File: src/rtl/udp_receiver_if.sv
// rtl/udp_receiver_if.sv - MAC RX word stream and payload memory write port of udp_receiver
interface udp_receiver_if #(parameter int ADDR_W = 11);
    logic [31:0]       rx_data;
    logic              rx_sop;
    logic              rx_eop;
    logic              rx_dval;
    logic              rx_err;
    logic              rx_rdy;
    logic              mem_wr;
    logic [ADDR_W-1:0] mem_adr_wr;
    logic [31:0]       mem_data_wr;

    // Frame source / payload memory side
    modport master (
        output rx_data, rx_sop, rx_eop, rx_dval, rx_err,
        input  rx_rdy,
        input  mem_wr, mem_adr_wr, mem_data_wr
    );

    // Receiver side
    modport slave (
        input  rx_data, rx_sop, rx_eop, rx_dval, rx_err,
        output rx_rdy,
        output mem_wr, mem_adr_wr, mem_data_wr
    );
endinterface

File: src/rtl/udp_receiver.sv
// rtl/udp_receiver.sv - IPv4/UDP frame parser writing datagram payload to word memory
module udp_receiver #(
    parameter int ADDR_W = 11
) (
    input  logic                clk,
    input  logic                rst,
    udp_receiver_if.slave       bus,
    input  logic [47:0]         mac,
    input  logic [31:0]         ip_local,
    input  logic [15:0]         port_local,
    output logic [15:0]         rx_length,
    output logic [31:0]         src_ip,
    output logic [15:0]         src_port,
    output logic [7:0]          channel,
    output logic [31:0]         time_buf,
    output logic                RX_DONE,
    output logic                RX_DROP,
    output logic [2:0]          drop_cause
);
    localparam int NW = ADDR_W + 1;
    localparam logic [31:0] LEN_MAX = 32'(4 * (2 ** ADDR_W) + 14);

    typedef enum logic [2:0] {IDLE, HDR, PAYLOAD, DISCARD, COMMIT} state_t;
    state_t state, state_n;

    logic          acc;
    logic [3:0]    wcnt;
    logic          mac_uni_q, mac_bc_q;
    logic [15:0]   dip_hi_q;
    logic [19:0]   csum_acc;
    logic [19:0]   csum_sum;
    logic [16:0]   csum_f1;
    logic [15:0]   csum_f2;
    logic [NW-1:0] n_words, pay_k, k_next;
    logic [2:0]    cause_q;
    logic [15:0]   plen_q, sport_q;
    logic [31:0]   sip_q, time_q;
    logic [7:0]    chan_q;

    logic          hdr_fail;
    logic [2:0]    hdr_cause;
    logic          drop_now, commit_now, go_discard;
    logic [2:0]    drop_code;

    assign acc      = bus.rx_dval & bus.rx_rdy;
    assign csum_sum = csum_acc + {4'b0, bus.rx_data[31:16]};
    assign csum_f1  = {1'b0, csum_sum[15:0]} + {13'b0, csum_sum[19:16]};
    assign csum_f2  = csum_f1[15:0] + {15'b0, csum_f1[16]};
    assign k_next   = (pay_k < n_words) ? pay_k + NW'(1) : pay_k;

    // Header field check for the word currently offered in HDR
    always_comb begin
        hdr_fail  = 1'b0;
        hdr_cause = 3'd0;
        case (wcnt)
            4'd1: if (!((mac_uni_q && bus.rx_data[31:16] == {mac[39:32], mac[47:40]}) ||
                        (mac_bc_q && bus.rx_data[31:16] == 16'hFFFF))) begin
                      hdr_fail = 1'b1; hdr_cause = 3'd1;
                  end
            4'd3: if (bus.rx_data[31:16] != 16'h0800 || bus.rx_data[15:8] != 8'h45) begin
                      hdr_fail = 1'b1; hdr_cause = 3'd2;
                  end
            4'd5: if (bus.rx_data[7:0] != 8'h11) begin
                      hdr_fail = 1'b1; hdr_cause = 3'd3;
                  end
            4'd8: if ({dip_hi_q, bus.rx_data[31:16]} != ip_local) begin
                      hdr_fail = 1'b1; hdr_cause = 3'd4;
                  end else if (csum_f2 != 16'hFFFF) begin
                      hdr_fail = 1'b1; hdr_cause = 3'd6;
                  end
            4'd9: if (bus.rx_data[31:16] != port_local) begin
                      hdr_fail = 1'b1; hdr_cause = 3'd5;
                  end else if (bus.rx_data[15:0] < 16'd14 || {16'd0, bus.rx_data[15:0]} > LEN_MAX) begin
                      hdr_fail = 1'b1; hdr_cause = 3'd2;
                  end
            default: ;
        endcase
    end

    // Frame FSM state register
    always_ff @(posedge clk) begin
        if (rst) state <= IDLE;
        else     state <= state_n;
    end

    // Next state plus drop/commit decisions; a new sop always restarts parsing
    always_comb begin
        state_n    = state;
        drop_now   = 1'b0;
        drop_code  = cause_q;
        commit_now = 1'b0;
        go_discard = 1'b0;
        if (state == COMMIT) begin
            state_n = IDLE;
        end else if (acc && bus.rx_sop) begin
            drop_now  = (state != IDLE) || bus.rx_eop;
            drop_code = 3'd7;
            state_n   = bus.rx_eop ? IDLE : HDR;
        end else if (acc) begin
            case (state)
                HDR: begin
                    if (bus.rx_eop && bus.rx_err) begin
                        drop_now = 1'b1; drop_code = 3'd7; state_n = IDLE;
                    end else if (hdr_fail) begin
                        if (bus.rx_eop) begin
                            drop_now = 1'b1; drop_code = hdr_cause; state_n = IDLE;
                        end else begin
                            go_discard = 1'b1; state_n = DISCARD;
                        end
                    end else if (bus.rx_eop) begin
                        if (wcnt == 4'd11 && n_words == '0) begin
                            commit_now = 1'b1; state_n = COMMIT;
                        end else begin
                            drop_now = 1'b1; drop_code = 3'd7; state_n = IDLE;
                        end
                    end else if (wcnt == 4'd11) begin
                        state_n = PAYLOAD;
                    end
                end
                PAYLOAD: if (bus.rx_eop) begin
                    if (!bus.rx_err && k_next >= n_words) begin
                        commit_now = 1'b1; state_n = COMMIT;
                    end else begin
                        drop_now = 1'b1; drop_code = 3'd7; state_n = IDLE;
                    end
                end
                DISCARD: if (bus.rx_eop) begin
                    drop_now = 1'b1; state_n = IDLE;
                end
                default: ;
            endcase
        end
    end

    // Header capture, checksum accumulation, payload writes and result registers
    always_ff @(posedge clk) begin
        if (rst) begin
            bus.rx_rdy      <= 1'b0;
            bus.mem_wr      <= 1'b0;
            bus.mem_adr_wr  <= '0;
            bus.mem_data_wr <= '0;
            rx_length <= '0; src_ip <= '0; src_port <= '0; channel <= '0; time_buf <= '0;
            RX_DONE <= 1'b0; RX_DROP <= 1'b0; drop_cause <= '0;
            wcnt <= '0; mac_uni_q <= 1'b0; mac_bc_q <= 1'b0; dip_hi_q <= '0; csum_acc <= '0;
            n_words <= '0; pay_k <= '0; cause_q <= '0;
            plen_q <= '0; sport_q <= '0; sip_q <= '0; time_q <= '0; chan_q <= '0;
        end else begin
            bus.rx_rdy <= (state_n != COMMIT);
            bus.mem_wr <= 1'b0;
            RX_DONE    <= commit_now;
            RX_DROP    <= drop_now;
            if (drop_now)   drop_cause <= drop_code;
            if (go_discard) cause_q    <= hdr_cause;

            if (acc && bus.rx_sop && state != COMMIT) begin
                wcnt      <= 4'd1;
                pay_k     <= '0;
                mac_uni_q <= bus.rx_data == {mac[7:0], mac[15:8], mac[23:16], mac[31:24]};
                mac_bc_q  <= bus.rx_data == 32'hFFFF_FFFF;
            end else if (acc && state == HDR) begin
                wcnt <= wcnt + 4'd1;
                if (wcnt == 4'd3)
                    csum_acc <= {4'b0, bus.rx_data[15:0]};
                else if (wcnt >= 4'd4 && wcnt <= 4'd7)
                    csum_acc <= csum_acc + {4'b0, bus.rx_data[31:16]} + {4'b0, bus.rx_data[15:0]};
                case (wcnt)
                    4'd6:  sip_q[31:16] <= bus.rx_data[15:0];
                    4'd7:  begin sip_q[15:0] <= bus.rx_data[31:16]; dip_hi_q <= bus.rx_data[15:0]; end
                    4'd8:  sport_q <= bus.rx_data[15:0];
                    4'd9:  begin
                               plen_q  <= bus.rx_data[15:0] - 16'd14;
                               n_words <= NW'((bus.rx_data[15:0] - 16'd11) >> 2);
                           end
                    4'd10: chan_q <= bus.rx_data[7:0];
                    4'd11: time_q <= bus.rx_data;
                    default: ;
                endcase
            end else if (acc && state == PAYLOAD && pay_k < n_words) begin
                bus.mem_wr      <= 1'b1;
                bus.mem_adr_wr  <= pay_k[ADDR_W-1:0];
                bus.mem_data_wr <= bus.rx_data;
                pay_k           <= k_next;
            end

            if (commit_now) begin
                rx_length <= plen_q;
                src_ip    <= sip_q;
                src_port  <= sport_q;
                channel   <= chan_q;
                // A zero-payload datagram commits on W11 itself, before time_q is loaded
                time_buf  <= (state == HDR) ? bus.rx_data : time_q;
            end
        end
    end
endmodule
File: src/flat_wrapper.sv
// flat-port wrapper written by rule: the top's interface ports become plain ports
module udp_receiver_flat 
#(
    parameter int ADDR_W = 11
)
  (clk, rst, mac, ip_local, port_local, rx_length, src_ip, src_port, channel, time_buf, RX_DONE, RX_DROP, drop_cause, bus_rx_data, bus_rx_sop, bus_rx_eop, bus_rx_dval, bus_rx_err, bus_rx_rdy, bus_mem_wr, bus_mem_adr_wr, bus_mem_data_wr);
  udp_receiver_if #(.ADDR_W(ADDR_W)) bus_i ();
  input  logic clk;
  input  logic rst;
  input  logic [47:0] mac;
  input  logic [31:0] ip_local;
  input  logic [15:0] port_local;
  output logic [15:0] rx_length;
  output logic [31:0] src_ip;
  output logic [15:0] src_port;
  output logic [7:0] channel;
  output logic [31:0] time_buf;
  output logic RX_DONE;
  output logic RX_DROP;
  output logic [2:0] drop_cause;
  input wire logic [$bits(bus_i.rx_data)-1:0] bus_rx_data;
  input wire logic [$bits(bus_i.rx_sop)-1:0] bus_rx_sop;
  input wire logic [$bits(bus_i.rx_eop)-1:0] bus_rx_eop;
  input wire logic [$bits(bus_i.rx_dval)-1:0] bus_rx_dval;
  input wire logic [$bits(bus_i.rx_err)-1:0] bus_rx_err;
  output wire logic [$bits(bus_i.rx_rdy)-1:0] bus_rx_rdy;
  output wire logic [$bits(bus_i.mem_wr)-1:0] bus_mem_wr;
  output wire logic [$bits(bus_i.mem_adr_wr)-1:0] bus_mem_adr_wr;
  output wire logic [$bits(bus_i.mem_data_wr)-1:0] bus_mem_data_wr;
  assign bus_i.rx_data = bus_rx_data;
  assign bus_i.rx_sop = bus_rx_sop;
  assign bus_i.rx_eop = bus_rx_eop;
  assign bus_i.rx_dval = bus_rx_dval;
  assign bus_i.rx_err = bus_rx_err;
  assign bus_rx_rdy = bus_i.rx_rdy;
  assign bus_mem_wr = bus_i.mem_wr;
  assign bus_mem_adr_wr = bus_i.mem_adr_wr;
  assign bus_mem_data_wr = bus_i.mem_data_wr;
  udp_receiver #(.ADDR_W(ADDR_W)) u_core (.clk(clk), .rst(rst), .bus(bus_i), .mac(mac), .ip_local(ip_local), .port_local(port_local), .rx_length(rx_length), .src_ip(src_ip), .src_port(src_port), .channel(channel), .time_buf(time_buf), .RX_DONE(RX_DONE), .RX_DROP(RX_DROP), .drop_cause(drop_cause));
endmodule
File: config.mk
export PLATFORM = sky130hd
export DESIGN_NAME = udp_receiver_flat
export DESIGN_NICKNAME = d
export VERILOG_FILES = /design/src/rtl/udp_receiver_if.sv /design/src/rtl/udp_receiver.sv /design/src/flat_wrapper.sv
export SDC_FILE = /design/constraint.sdc
export NUM_CORES = 1
export LEC_CHECK = 0
export ABC_CLOCK_PERIOD_IN_PS = 9600
export BUFFER_PORTS_ARGS = -buffer_cell sky130_fd_sc_hd__clkbuf_2
export CAP_MARGIN = 5
export CORE_MARGIN = 1.5
export CORE_UTILIZATION = 50
export DETAILED_ROUTE_END_ITERATION = 8
export PLACE_DENSITY = 0.76
export SLEW_MARGIN = 15
export SYNTH_ARGS = -nofsm -noshare
export SYNTH_HDL_FRONTEND = slang
export SYNTH_SLANG_ARGS = --single-unit
File: constraint.sdc
create_clock -name clk -period 9.6 [get_ports clk]
set_input_delay 0.48 -clock clk [delete_from_list [all_inputs] [get_ports clk]]
set_output_delay 0.48 -clock clk [all_outputs]
set_load 0.02 [all_outputs]
==> results of run 1 <==
[tightest hold or removal path: stages]
cell	delay [ns]
clkbuf_2	0.22
nand2_1	0.11
a21oi_1	0.06
[kinds of logic after synthesis]
kind of cell               count (synthesis)  synth area share, %
adders and majority gates                 69                 4.86
muxes                                    172                 9.64
xor gates and xnor gates                 187                 9.08
DFF                                      330                 36.6
AOI/OAI and AO/OA                        392                 14.9
and+or+nand+nor                          819                 20.0
buffers and inverters                    207                 4.87
[cell type report]
cell class                      instances  area (um^2)
Tap cell                              461          577
Sequential cell                       330         6610
Clock buffer                           53         1070
Clock inverter                         11          104
Multi-Input combinational cell       1639        10600
Fill cell                            3190        14700
Timing Repair Buffer                  325         1740
Inverter                               49          189
[cell usage after synthesis, types with 37 or more instances]
cell type	instances	share of area [%]
nand4_1	46	1.6
inv_1	46	0.96
nand3_1	37	1.0
a211oi_1	37	1.5
xnor2_1	148	7.2
clkbuf_1	138	2.9
a21oi_1	160	4.4
nand2_1	443	9.2
dfxtp_1	330	37
ha_1	66	4.6
mux2i_1	158	8.8
nor2_1	160	3.3
xor2_1	39	1.9
[flip-flops by register name (all words and copies together), names as in the netlist, 4 cells and up]
| register | cells |
|---|---|
| u_core.sport_q | 16 |
| u_core.dip_hi_q | 16 |
| u_core.time_buf | 32 |
| u_core.src_ip | 32 |
| u_core.channel | 8 |
| u_core.sip_q | 32 |
| u_core.chan_q | 8 |
| u_core.pay_k | 12 |
| u_core.time_q | 32 |
| u_core.wcnt | 4 |
| u_core.rx_length | 16 |
| u_core.plen_q | 16 |
| u_core.bus.mem_data_wr | 32 |
| u_core.bus.mem_adr_wr | 11 |
| u_core.csum_acc | 20 |
| u_core.n_words | 12 |
| u_core.src_port | 16 |
[power groups by stage]
stage | Sequential [uW] | Clock, uW | Combinational [uW]
after global placement | 1400 | 0 | 285
after global routing | 1370 | 1440 | 315
after detailed placement | 1400 | 0 | 289
after CTS | 1370 | 1400 | 291
after floorplan | 1400 | 0 | 180
final | 1370 | 1380 | 296
[through the flow]
| step | std cells | hold slack (ns) | total power [uW] | utilization [%] |
|---|---|---|---|---|
| final | 2868 | 0.400 | 3050 | 58.7 |
| after global routing | 2868 | 0.439 | 3130 | 58.7 |
| after CTS | 2868 | 0.389 | 3060 | 58.6 |
| after detailed placement | 2804 | 0.444 | 1690 | 55.4 |
| after global placement | 2804 | 0.439 | 1690 | 55.4 |
| after floorplan | 2176 | 0.432 | 1580 | - |
[how the worst max path moves through the flow]
stage	to	startpoint
CTS	u_core.src_ip[22]$_SDFFE_PP0P_	u_core.csum_acc[0]$_SDFFE_PP0P_
detailed placement	u_core.src_ip[22]$_SDFFE_PP0P_	bus_rx_data[17]
floorplan	u_core.channel[0]$_SDFFE_PP0P_	bus_rx_data[17]
global route	u_core.src_ip[30]$_SDFFE_PP0P_	u_core.csum_acc[0]$_SDFFE_PP0P_
global placement	u_core.src_port[2]$_SDFFE_PP0P_	bus_rx_data[17]
finish	u_core.src_ip[22]$_SDFFE_PP0P_	u_core.csum_acc[0]$_SDFFE_PP0P_
[per-layer routing]
metal / routed length, um / vias up / GRT usage (%)
met1: 23700 / 7971 / 38.1
met4: 2910 / 2 / 15.1
met5: 50 / - / 0.928
met2: 27600 / 754 / 51.8
met3: 4680 / 167 / 6.26
li1: - / 7932 / -
==> results list, run 1 <==
- CTS built an H-tree with a depth of 2.
* Num CTS Buffers: 36
- Transition time at the pin with the least slew margin: around 1.1 ns
* Clk buf depth: 3
- The worst register-to-register path begins at u_core.csum_acc[0]$_SDFFE_PP0P_.
- At the later pin of the worst-skew pair, clock insertion delay measures between 0.5 and 0.6 ns.
* First-pass GRT wire length: a little under 90,000 um
- Fraction of final layout cells sized beyond drive strength 1: ~18%
* Setup Total Neg Slack: 0 ns
- Crit path buffers/inverters: 3
* P_sw: 770 uW
- STA classifies the critical path endpoint as a flop.
- Total routed wirelength: approximately 59,000 um
* Worst hold start: bus_rx_data[17]
* Required arrival time at the worst endpoint: approximately 10 ns
- Crit path time final: 8.15 ns
- Hold depth: 3
* Combined area of all synthesized cells: between 0.015 and 0.02 mm^2
- Relative to the synthesized area, the layout overhead comes to 15.7%.
- At the worst endpoint, the arrival time is between 8 and 9 ns.
- Fraction of power consumed by combinational cells: roughly 9.7%
- For this design the ratio of total power to cell area is about 150 mW/mm^2.
- Number of buffers added on ports: between 200 and 300
- # resized after CTS: 0
- Final standard cell area without fillers: between 0.02 and 0.025 mm^2
- Row generation in the floorplan step produced between 60 and 70 rows.
* Reported max-cap violation count: 0
- The path with the worst hold slack has its endpoint at u_core.time_q[17]$_SDFFE_PP0P_.
* Cts-stage hold buffer count: 0
* 1st-pass router iterations: 6
- Endpoint of the worst-slack reg-to-reg timing path: u_core.src_ip[22]$_SDFFE_PP0P_
- In this run, synthesis produced a sequential element count of 330.
* CTS tree: built
* Reg-to-reg setup timing slack: approximately 1.5 ns
- Number of pins exceeding their max-slew limit in the final report: 0
* Clk slew on worst S/H paths: about 0.060 ns
- Setup repair after global routing left no endpoint under its margin.
- Part of the power in registers: 45.1%
- Share of synthesized flip-flops with an asynchronous set or reset: 0%
- The die is between 150 and 200 um wide.
* Antenna Nets Post-Route: 0
* Leading cell type in the layout, fill and taps excluded: nand2_1
* Core area: ~0.036 mm^2
- The die covers 0.0372 mm^2.
* Detailed-route DRC error count: 0
- After detailed routing, the average wire length per cell comes to around 21 um.
- Measured along the y axis, the die boundary spans between 150 and 200 um.
* Worst setup slack after layout: between 1 and 1.5 ns
- Tightest Hold Check Type: in -> reg
- Cell with the largest stage delay on the worst path: o21a_4
- The critical path is of the reg -> reg type.
- Count of endpoints failing hold in the final timing report: 0
* Int Power: around 2300 uW
* Share of total power consumed by net switching: approximately 25%
- Headroom to the max-slew limit came out at approximately a quarter.
- Max stage delay on crit path: 0.65 ns
* Biggest fanout along the worst timing path: 44
* Yosys synthesis warning count: 0
* Overflow left after global routing: 0
- Entering global routing, the biggest net connects roughly 110 pins.
- Synthesis instantiated 80 different standard cells from the library.
- The first routing iteration left around 1,300 violations.
- Summed over all cells, the static leakage comes to around 0.0080 uW.
* Logic depth of the worst setup path including buffers: 31
- Final weighted congestion in routability-driven placement: around 0.96
- The cell sitting at the root of the clock tree is a clkbuf_16.
* Detailed-route via count: 16,800
- The number of nets in the synthesized netlist is about 2,400.
- The top cell types in the final layout, fill and taps aside, are nand2_1 (442), dfxtp_1 (330), clkbuf_2 (286).
* Maximum vdd drop: 137 uV
- HPWL reported at the end of detailed placement: 41,200 um
- The worst setup path is launched from a flop.
- The number of global-route vias before repair was roughly 16,000.
- Final critical-path share of the clock period: between 80% and 90%
- After detailed routing, the number of vias per cell comes to ~5.9.
- Static timing analysis puts the maximum clock frequency at ~0.12 GHz.
- The number of cells on the worst reg-to-reg path is 31.
* GR Util All Layers: between 30% and 40%
- Endpoints failing setup: 0
- A synthesized cell averages about 8.3 um^2.
- Portion of the post-synthesis area used by sequential elements: 36.6%
- Once placement finished, the instance area stood at a little under 0.02 mm^2.
- Synthesis produced a netlist whose cell count is roughly 2,200.
- For this run, the leading register cell type out of synthesis is dfxtp_1.
* Count of buffers added by post-CTS timing repair for setup: 0
- Number of inserted diodes: 0
- Cell family with most CP delay: compound AO/OA/AOI/OAI gates
* Worst setup slack after placement: roughly 1.3 ns
* IO Pins: about 290
- The initial antenna violation count was 0.
- Net count of the finished layout: between 2,000 and 3,000
- Once the floorplan was initialized, standard cells occupied roughly half of the core.
- Post-Route Skew: 0.0171 ns
* Number of clock sinks: 330
- Count of flip-flops with a built-in enable after synthesis: 0
- Most frequent cell on the critical path: ha_1
- The share of total power dissipated in the clock network is 45.2%.
- The flow ran to the end, and the final reports show no timing, DRC or antenna violations.
No activity file was read; power rests on OpenSTA's default activity.
==> inputs of run 2 (changes only) <==
--- a/config.mk
+++ b/config.mk
@@ -5,13 +5,13 @@
 export SDC_FILE = /design/constraint.sdc
 export NUM_CORES = 1
 export LEC_CHECK = 0
-export ABC_CLOCK_PERIOD_IN_PS = 9600
+export ABC_CLOCK_PERIOD_IN_PS = 6500
 export BUFFER_PORTS_ARGS = -buffer_cell sky130_fd_sc_hd__clkbuf_2
 export CAP_MARGIN = 5
 export CORE_MARGIN = 1.5
 export CORE_UTILIZATION = 50
 export DETAILED_ROUTE_END_ITERATION = 8
-export PLACE_DENSITY = 0.76
+export PLACE_DENSITY = 0.79
 export SLEW_MARGIN = 15
 export SYNTH_ARGS = -nofsm -noshare
 export SYNTH_HDL_FRONTEND = slang
==> constraint.sdc (replaced) <==
create_clock -name clk -period 6.5 [get_ports clk]
set_input_delay 0.325 -clock clk [delete_from_list [all_inputs] [get_ports clk]]
set_output_delay 0.325 -clock clk [all_outputs]
set_load 0.02 [all_outputs]
==> run 2 against run 1 <==
Effect of this change: global-route usage shrank 0.16 points; core utilization rose by 2.4 points; cell count increased by 1.5%; sequential power grew 48%; largest power group unchanged; largest cell class unchanged; sequential cell count stayed put; power grew 52%; maximum frequency increased by 28%; worst setup slack lost 1.3 ns.
==> results list, run 2 (synthesized netlist as in run 1, its figures left out) <==
- Biggest fanout along the worst timing path: 8 (-82%)
* Transition time at the pin with the least slew margin: 1.19 ns (+0.0627 ns)
- The floorplan die area came to 0.0372 mm^2 (unchanged).
- First-iteration detailed-routing DRC count: 1,470 (+15%)
* Setup repair after global routing missed its margin: true
- Among cell families on the critical path, the largest total delay comes from compound AO/OA/AOI/OAI gates.
* Clk slew on worst S/H paths: 0.06 ns (about the same)
- The per-cell routed wire length is 21.0 um (+2.2%).
- The wire length reported by the detailed router came to 61,200 um (+3.8%).
- The die boundary width is 193 um (unchanged).
- Tightest Hold Check Type: in -> reg
* Number of clock sinks: 330 (unchanged)
* H-Tree Depth: 2 (unchanged)
- Logic depth of the worst setup path including buffers: 33 (+6.5%)
* Worst slew margin relative to its limit: 20.2% (-4.2 points)
* Final weighted congestion in routability-driven placement: 1.01 (+5.2%)
- The total routing resource utilization after global routing was 30.9% (-0.16 points).
- Effective utilization at floorplan: 50.7% (unchanged)
- The area growth from synthesis to layout is 20.4%.
- Antenna Nets Post-Route: 0 (unchanged)
* Leading cell type in the layout, fill and taps excluded: nand2_1
- The worst setup path is captured at a flop.
- The initial antenna violation count was 0 (unchanged).
- Number of inserted diodes: 0 (unchanged)
- The max-slew violation count is 0 (unchanged).
- The post-placement cell area is 0.0199 mm^2 (+1.1%).
* Layout filler cell count: 3,056 (-4.2%)
- Clock tree root driver cell: clkbuf_16
* Power, Total: 4620 uW (+52%)
- Depth of the most critical reg-to-reg path: 33 (+6.5%)
- The number of global-route vias before repair was 15,900 (-0.31%).
* Detailed-route via count: 17,300 (+2.6%)
- # rows: 69 (unchanged)
- Detailed-route DRC error count: 0 (unchanged)
* Crit Path Category: reg -> reg
- The maximum clock frequency came to 0.157 GHz (+28%).
- Data arrival, critical path: 6.82 ns (-1.77 ns)
* Reported max-cap violation count: 0 (unchanged)
* Worst Setup Start Kind: flop
- Detail-routed via count per cell: 5.93 (+1.0%)
* Endpoint of the worst-slack reg-to-reg timing path: u_core.src_ip[13]$_SDFFE_PP0P_
- Final standard cell area without fillers: 0.0217 mm^2 (+4.1%)
* First-pass GRT wire length: 89,000 um (-0.35%)
* Final critical-path share of the clock period: 98.1% (+13 points)
* Post-Route Skew: 0.0344 ns (+0.0174 ns)
- The number of optimization iterations in the first detailed-route pass came to 5 (-1).
* Required arrival time at the worst endpoint: 6.95 ns (-3.09 ns)
- The startpoint identified for the worst register-to-register timing path is u_core.csum_acc[0]$_SDFFE_PP0P_.
- The critical path starts at u_core.csum_acc[0]$_SDFFE_PP0P_.
* Pin count of the biggest net entering global routing: 118 (+11%)
- Following the worst setup path forward leads to its endpoint at u_core.src_ip[13]$_SDFFE_PP0P_.
* Cell with the largest stage delay on the worst path: or4_4
- Core area: 0.0356 mm^2 (unchanged)
- HPWL reported at the end of detailed placement: 41,500 um (+0.61%)
- Count of endpoints failing hold in the final timing report: 0 (unchanged)
- The count of buffer and inverter cells on the critical path came to 5 (+2).
- Num CTS Buffers: 36 (unchanged)
- The number of top-level design ports came to 288 (unchanged).
* Endpoints failing setup: 0 (unchanged)
* Net count of the finished layout: 2,632 (+1.9%)
- In the layout the commonest cells are nand2_1 (442), dfxtp_1 (327), clkbuf_2 (286).
* Fraction of final layout cells sized beyond drive strength 1: 20.4% (+2.9 points)
- Max stage delay on crit path: 0.53 ns (-0.12 ns)
- Clock Latency Late Sink: 0.55 ns (+0.02 ns)
- Result of the run: complete, no violations
* Die outline height: 193 um (unchanged)
* Maximum vdd drop: 206 uV (+51%)
- The cell area power density was 213 mW/mm^2 (+46%).
* Clk buf depth: 3 (unchanged)
- The number of port buffers was 287 (unchanged).
- Crit path time final: 6.37 ns (-1.77 ns)
- The worst setup slack for register-to-register paths was 0.13 ns (-1.33 ns).
- The overflow left after global routing is 0 (unchanged).
- TritonCTS built the clock tree.
- Leak pwr: 0.00840 uW (+4.7%)
-- run 2: changes by cell type in the layout (fill, tap and decap cells not counted), moves of 3 or more --
cell	before	now
dfxtp_1	330	327
dfxtp_2	0	3
buf_4	37	66
clkinv_2	5	0
ha_1	66	60
buf_6	1	5
bufinv_16	1	4
a21oi_2	0	3
clkbuf_16	38	43
clkbuf_1	9	6
a21oi_1	160	156
ha_2	0	3
ha_4	0	3
buf_12	1	7
-- run 2: timing repair --
action | 4_1_cts | 5_1_grt
gates cloned | 0 | 10
endpoints found under the setup margin | 19 | 115
hold buffers | 0 | 0
setup buffers | 0 | 15
resized for setup | 2 | 51
pin swaps | 1 | 28
-- run 2: area by class of cell --
cell class                 instances  area, um^2  share of cell area [%]
clock buffer                      50        1030                    4.76
tap                              461         577                    2.66
timing repair buffer             373        2330                    10.7
clock inverter                     9         181                   0.835
sequential                       330        6610                    30.4
multi-input combinational       1640       10800                    49.7
inverter                          49         189                   0.870
-- run 2: worst min-delay path by stage --
stage                     slack [ns]                                       to                            from  cells past startpoint
after global routing            0.25           u_core.time_q[16]$_SDFFE_PP0P_                             rst                      2
after global placement          0.44           u_core.time_q[29]$_SDFFE_PP0P_  u_core.time_q[29]$_SDFFE_PP0P_                      2
after detailed placement        0.44             u_core.mac_bc_q$_SDFFE_PP0P_    u_core.mac_bc_q$_SDFFE_PP0P_                      2
after CTS                       0.22  u_core.bus.mem_data_wr[31]$_SDFFE_PP0P_                             rst                      2
final                           0.24            u_core.time_q[1]$_SDFFE_PP0P_                             rst                      2
after floorplan                 0.43            u_core.plen_q[4]$_SDFFE_PP0P_   u_core.plen_q[4]$_SDFFE_PP0P_                      2
-- run 2: per-layer routing --
metal	wire length, um	GRT usage (%)	up-vias	part of all wire, %
met3	5130	4.89	200	8.4
met2	28400	51.5	897	46
met5	0	0	-	0
met1	24300	38.9	8132	40
li1	-	-	8033	-
met4	3340	14.9	0	5.5
-- run 2: report_power, final --
| group | leakage, uW | switching (uW) | internal, uW | total [uW] |
|---|---|---|---|---|
| Sequential | 0.00266 | 2.95 | 2020 | 2030 |
| Clock | 0.000591 | 867 | 1270 | 2140 |
| Combinational | 0.00515 | 295 | 161 | 456 |
| Total | 0.00840 | 1160 | 3460 | 4620 |
-- run 2: stage by stage --
stage	utilization (%)	std cells	setup TNS (ns)	setup slack, ns	hold slack [ns]
after CTS	59.4	2887	-0.000658	-0.000658	0.217
after floorplan	-	2176	0	0.0220	0.432
after detailed placement	56.0	2828	-5.30	-0.109	0.444
final	61.1	2912	0	0.126	0.243
after global placement	56.0	2828	0	0.0427	0.439
after global routing	61.1	2912	-19.54	-0.347	0.255
